==> src/rtl/vga_raster_addr_gen.sv <==
`default_nettype none
// +------------------------------------------------------------------------+
// | vga_raster_addr_gen: VGA raster timing with incremental linear address |
// | Rev 1.0                                                                |
// +------------------------------------------------------------------------+
module vga_raster_addr_gen #(
  parameter int CLK_DIV  = 2,
  parameter int H_ACTIVE = 640,
  parameter int H_FP     = 16,
  parameter int H_SYNC   = 96,
  parameter int H_BP     = 48,
  parameter int V_ACTIVE = 480,
  parameter int V_FP     = 10,
  parameter int V_SYNC   = 2,
  parameter int V_BP     = 33
) (
  input  logic        clock,
  input  logic        reset,
  output logic        pix_en,
  output logic [18:0] ADDR,
  output logic        video_on,
  output logic        hsync,
  output logic        vsync,
  output logic        frame_start,
  output logic [7:0]  frame_count
);

  localparam int H_TOTAL = H_ACTIVE + H_FP + H_SYNC + H_BP;
  localparam int V_TOTAL = V_ACTIVE + V_FP + V_SYNC + V_BP;
  localparam int HW      = $clog2(H_TOTAL);
  localparam int VW      = $clog2(V_TOTAL);

  localparam logic [HW-1:0] H_LAST   = HW'(H_TOTAL - 1);
  localparam logic [HW-1:0] H_VIS    = HW'(H_ACTIVE);
  localparam logic [HW-1:0] HS_FIRST = HW'(H_ACTIVE + H_FP);
  localparam logic [HW-1:0] HS_LAST  = HW'(H_ACTIVE + H_FP + H_SYNC - 1);
  localparam logic [VW-1:0] V_LAST   = VW'(V_TOTAL - 1);
  localparam logic [VW-1:0] V_VIS    = VW'(V_ACTIVE);
  localparam logic [VW-1:0] VS_FIRST = VW'(V_ACTIVE + V_FP);
  localparam logic [VW-1:0] VS_LAST  = VW'(V_ACTIVE + V_FP + V_SYNC - 1);

  logic [HW-1:0] h;
  logic [VW-1:0] v;
  logic [18:0]   acnt;
  logic          visible;
  logic          line_end;
  logic          frame_end;
  logic          h_sync_win;
  logic          v_sync_win;

  generate
    if (CLK_DIV > 1) begin : g_div
      localparam int DW = $clog2(CLK_DIV);
      localparam logic [DW-1:0] DIV_LAST = DW'(CLK_DIV - 1);
      logic [DW-1:0] div;

      always_ff @(posedge clock or posedge reset) begin
        if (reset) begin
          div <= '0;
        end else if (div == DIV_LAST) begin
          div <= '0;
        end else begin
          div <= div + 1'b1;
        end
      end

      assign pix_en = (div == DIV_LAST);
    end else begin : g_no_div
      assign pix_en = 1'b1;
    end
  endgenerate

  assign visible    = (h < H_VIS) && (v < V_VIS);
  assign line_end   = (h == H_LAST);
  assign frame_end  = line_end && (v == V_LAST);
  assign h_sync_win = (h >= HS_FIRST) && (h <= HS_LAST);
  assign v_sync_win = (v >= VS_FIRST) && (v <= VS_LAST);

  always_ff @(posedge clock or posedge reset) begin
    if (reset) begin
      h <= '0;
      v <= '0;
    end else if (pix_en) begin
      if (line_end) begin
        h <= '0;
        v <= (v == V_LAST) ? '0 : v + 1'b1;
      end else begin
        h <= h + 1'b1;
      end
    end
  end

  // Address runs only across visible pixels, so it stays continuous line to line
  always_ff @(posedge clock or posedge reset) begin
    if (reset) begin
      acnt <= '0;
    end else if (pix_en) begin
      if (frame_end) begin
        acnt <= '0;
      end else if (visible) begin
        acnt <= acnt + 19'd1;
      end
    end
  end

  always_ff @(posedge clock or posedge reset) begin
    if (reset) begin
      ADDR        <= '0;
      video_on    <= 1'b0;
      hsync       <= 1'b1;
      vsync       <= 1'b1;
      frame_count <= '0;
    end else if (pix_en) begin
      ADDR     <= visible ? acnt : '0;
      video_on <= visible;
      hsync    <= ~h_sync_win;
      vsync    <= ~v_sync_win;
      if (frame_end) begin
        frame_count <= frame_count + 8'd1;
      end
    end
  end

  // One system clock wide whatever the divider ratio
  always_ff @(posedge clock or posedge reset) begin
    if (reset) begin
      frame_start <= 1'b0;
    end else begin
      frame_start <= pix_en && (h == '0) && (v == '0);
    end
  end

endmodule
`default_nettype wire

==> config.mk <==
export PLATFORM = sky130hd
export DESIGN_NAME = vga_raster_addr_gen
export DESIGN_NICKNAME = d
export VERILOG_FILES = /design/src/rtl/vga_raster_addr_gen.sv
export SDC_FILE = /design/constraint.sdc
export NUM_CORES = 1
export LEC_CHECK = 0
export BUFFER_PORTS_ARGS = -buffer_cell sky130_fd_sc_hd__buf_2
export CORE_ASPECT_RATIO = 1.5
export CORE_MARGIN = 2
export CORE_UTILIZATION = 41
export DETAILED_ROUTE_END_ITERATION = 12
export HOLD_SLACK_MARGIN = 0.1
export SYNTH_ARGS = -nofsm -noshare
export SYNTH_HDL_FRONTEND = slang
export SYNTH_SLANG_ARGS = --single-unit
==> constraint.sdc <==
create_clock -name clock -period 6.1 [get_ports clock]
set_input_delay 1.22 -clock clock [delete_from_list [all_inputs] [get_ports clock]]
set_output_delay 1.22 -clock clock [all_outputs]
set_load 0.02 [all_outputs]
# Word-level counts from Yosys, hierarchy flattened
# Index checks and enable logic that the tools add are counted.
# Widths: inputs -> output; s select.
[word_totals]
reg_bits = 71
inputBits = 2
output_inout_bits = 32
[classes]
n_addsub = 5
order_cmp = 6
eq_ne = 2
mux = 6
bitwise = 2
n_reduce_logical = 12
[op_table]
columns = ["op", "count"]
rows = [
  ["$mux 19", 3],
  ["$add 10x1->10 const B", 2],
  ["$eq 10x10->1 const B", 2],
  ["$logic_not 10->1", 2],
  ["$mux 10", 2],
  ["$add 19x1->19 const B", 1],
  ["$ge 10x10->1 const B", 1],
  ["$ge 10x9->1 const B", 1],
  ["$le 10x10->1 const B", 1],
  ["$le 10x9->1 const B", 1],
  ["$lt 10x10->1 const B", 1],
  ["$lt 10x9->1 const B", 1],
  ["$add 8x1->8 const B", 1],
  ["$logic_and 1x1->1", 6],
  ["$reduce_and 2->1", 3],
  ["$not 1->1", 2],
  ["$reduce_bool 2->1", 1],
  ["$add 1x1->1 const B", 1],
  ["$mux 1", 1],
]

# Depth between registers and ports, before layout
[logic_depth]
depth_word = 4
ltp_mapped = 7
depth_no_buf = 6

# Least setup slack after synthesis
# Ideal clock, no wire load.
[synth_timing]
path_type = "flip-flop to flip-flop"
start = "reg g_div.div (netlist: pix_en)"
end = "reg frame_count[1]"
setup_time_ns = 0.128
arrival_ns = 1.841
slack_ns = 4.132
path_stages_with_launch = 5
path_buffers = 0
period_less_slack_ns = 1.968
cell_sequence = "dfrtp_1 nand4_1 or3_4 nor2_4 mux2_1"
[synth_between]
elab_chain_cells = 1
[synth_rtl]
columns = ["item", "line", "text"]
rows = [
  ["start, declared", "55", "logic [DW-1:0] div;"],
  ["start signal, assigned", "63", "div <= div + 1'b1;"],
  ["$reduce_and 2->1 (no line)", "n/a", ""],
  ["end signal, assigned", "119", "frame_count <= frame_count + 8'd1;"],
  ["end, declared", "25", "output logic [7:0] frame_count"],
]
# No other way between the ends.
# A chain may end at the register's enable or synchronous reset.

# Final worst setup path
[layout_timing]
start = "reg v[5]"
end = "reg frame_count[1]"
[layout_between]
elab_chain_cells = 3
[layout_rtl]
columns = ["item", "line", "text"]
rows = [
  ["start, declared", "43", "logic [VW-1:0] v;"],
  ["start signal, assigned", "86", "v <= (v == V_LAST) ? '0 : v + 1'b1;"],
  ["$eq 10x10->1", "75", "assign frame_end = line_end && (v == V_LAST);"],
  ["$logic_and 1x1->1", "75", ""],
  ["$reduce_and 2->1 (no line)", "n/a", ""],
]
# No other way between the ends.

==> results.ini <==
[grt]
first_global_vias=2858
grt_usage=0.184
grt_max_degree=72
globalRouteOverflowTotal=0
grt_pass1_wl_um=13500
antenna_found_initial=0

[cts]
cts_buffers=9
cts.path.max_buffers=2
post-cts-setup-buffers=0
insertion_delay_ps=340
tritoncts=yes
h-tree-depth=3
cts_hold_buf=0
clock-sinks=71
cts.reportedPaths.clkPinSlew_ps=50
clk_root_buffer_cell=clkbuf_16
cts_resized=0

[placement]
io_buffers=33
gp_congestion=0.805
hpwl_um=5170
dpl_worst_slack_ps=3320

[layout]
fin_nets=395
multi_input_area_sq_um=1610
fin_util=0.488
areaGrowthSynthToFinish_pct=15.9
drive_gt1_frac=0.151
n_antenna_cell=0
regArea_sq_um=1780
fillers=804

[setup_path]
crit_path_end=frame_count[1]
timing.rr.start=v[5]
end_kind=register
criticalPathCategory=register to register
start_kind=register
reg2reg_slack_ps=3330
worstPathArrival_ps=2990
reg2regPathDepth=4
critPathRequiredTime_ps=6320
rr_endpoint=frame_count[1]
startpoint=v[5]
cp_max_fo=22

[pwr]
p_int_uw=852
p_leak_uw=0.00184
ir_worst_vdd_v=0.000172
pwr-share-seq=0.447
switchingPower_uw=203
switching_share=0.193
comb_power_share=0.009
power_frac_clock=0.544
powerDensity_nw_per_um2=257

[yosys]
synth_ff_type=dfrtp_1
yosysSeqAreaShare=0.502
synth_top_area_share=0.487
synth_nets=368
syn_area_sq_um=3540
ys_warn_count=0
syn_inst=360
ys_seq_elements=71
synth_cell_type_count=47
synth.avg_cell_area_sq_um=9.85
synthTopCellsByArea=dfrtp_1 (49%), nand2_1 (4.7%), o2bb2ai_1 (4.2%)
yosys.area.top_type=dfrtp_1
synth_edf_count=0
postSynth.asyncResetShare=1.00

[sta]
finClkSkew_ps=3.05
clock.fmax_mhz=361
slew_headroom=0.187
drv_slew=0
tightest_slew_ps=1220
period_needed_ps=2770
hold_viol_final=0
rsz0062_at_grt=no
setup_ws_ps=3330
tns_ps=0
setup_viol=0
post-route-period-util=0.455

[routing]
first_iter_violations=213
wl_per_cell_um=16.1
vias=2838
drt_wl_total_um=8020
ant_nets=0
drc=0
drtPass1Iterations=4
vias_per_cell=5.69

[die]
die_h_um=118
die_w_um=79.9
die_area_sq_um=9420
io_pins=34
initial_core_util=0.421
rows=41
coreArea_sq_um=8410

[run_status]
status=complete, no violations

[job]
drv_cap=0

[worst_hold_path]
worstHoldPathCells=1
hold_class=register to register

-- logic make-up (layout without fill, tap and decap cells) --
| kind of cell | after synthesis | count (layout) | synth area share |
|---|---|---|---|
| xor+xnor | 22 | 22 | 0.0544 |
| mux | 2 | 2 | 0.00600 |
| buf+inv | 38 | 70 | 0.0427 |
| flops | 71 | 71 | 0.502 |
| fa+ha+maj | 6 | 6 | 0.0212 |
| simple gates | 158 | 158 | 0.243 |
| compound gates | 63 | 63 | 0.131 |
-- synth_stat cells, drive strengths merged, types with 4 or more instances --
| cell | number |
|---|---|
| or3 | 8 |
| nand3 | 29 |
| nor4 | 8 |
| a31oi | 4 |
| inv | 17 |
| o2bb2ai | 17 |
| nor2 | 17 |
| xnor2 | 11 |
| and4 | 6 |
| clkbuf | 16 |
| buf | 4 |
| ha | 6 |
| o221ai | 8 |
| nand4 | 11 |
| nand2 | 44 |
| o21ai | 14 |
| and3 | 10 |
| dfrtp | 69 |
| or4 | 5 |
| xor2 | 11 |
| a21oi | 6 |
| nor3 | 9 |
| o211ai | 7 |
-- how the worst min path moves through the flow --
stage	startpoint	to	slack [ps]
final	frame_count[7]	frame_count[7]	460
after global routing	frame_count[7]	frame_count[7]	490
after CTS	frame_count[7]	frame_count[7]	470
after detailed placement	frame_count[7]	frame_count[7]	460
after global placement	frame_count[7]	frame_count[7]	450
after floorplan	v[8]	v[8]	480
-- worst max-delay path, cell delays in order, from the launching register on --
cell     delay [ps]
dfrtp_1         440
nor4_1          380
nand3_1         900
nor2_4          570
mux2_1          350
-- layout make-up --
| cell class | count | share of cell area |
|---|---|---|
| clock buffer | 13 | 0.0634 |
| timing repair buffer | 36 | 0.0457 |
| tap | 107 | 0.0326 |
| multi-input combinational | 251 | 0.393 |
| clock inverter | 3 | 0.0158 |
| inverter | 18 | 0.0164 |
| sequential | 71 | 0.433 |
-- stage by stage --
step | total power, uW | area (sq um) | hold slack [ps] | instances
3_3_place_gp | 490 | 3780 | 452 | 483
4_1_cts | 1070 | 4110 | 467 | 499
2_1_floorplan | 486 | 3540 | 480 | 360
6_report | 1050 | 4110 | 460 | 499
5_1_grt | 1090 | 4110 | 491 | 499
3_5_place_dp | 490 | 3780 | 456 | 483
-- layout by cell type (no fill, tap or decap), types with 2 or more instances in the layout --
cell type and instances:
dfrtp_1 69, or3_1 7, nor4_4 2, nor2b_1 2
buf_4 3, nand3b_1 2, clkbuf_16 9, a31oi_1 4
ha_1 6, dfstp_2 2, o21ai_0 13, nor3_1 9
xor2_1 11, clkbuf_8 2, buf_2 33, o211ai_1 7
clkbuf_1 2, and4_1 6, bufinv_16 2, xnor2_1 11
nand3_1 29, nand4_1 11, a21oi_1 6, nand2b_1 2
nand2_1 44, nor4_1 6, inv_1 16, o2bb2ai_1 17
and3_1 10, o221ai_1 8, nor2_1 16, or4_1 5
a41oi_1 2
-- registers in the layout, summed over array words and instances, names as in the netlist --
signal,count
video_on,1
hsync,1
pix_en,1
frame_count,8
acnt,19
vsync,1
ADDR,19
v,10
frame_start,1
h,10
-- layer usage --
layer	global-route usage	vias up	share of wire	wire length, um
met5	0	-	0	0
met4	0.102	0	0.032	254
met3	0.0399	19	0.035	280
met2	0.307	64	0.51	4100
met1	0.214	1395	0.42	3380
li1	-	1360	-	-
-- power groups by stage --
stage | clock (uW) | combinational, uW | sequential [uW]
2_1_floorplan | 0 | 6.84 | 480
3_3_place_gp | 0 | 10.5 | 480
3_5_place_dp | 0 | 10.7 | 480
4_1_cts | 584 | 10.8 | 471
5_1_grt | 606 | 12.1 | 471
6_report | 574 | 9.80 | 471
Note: power is estimated with default switching activity, not from simulation.
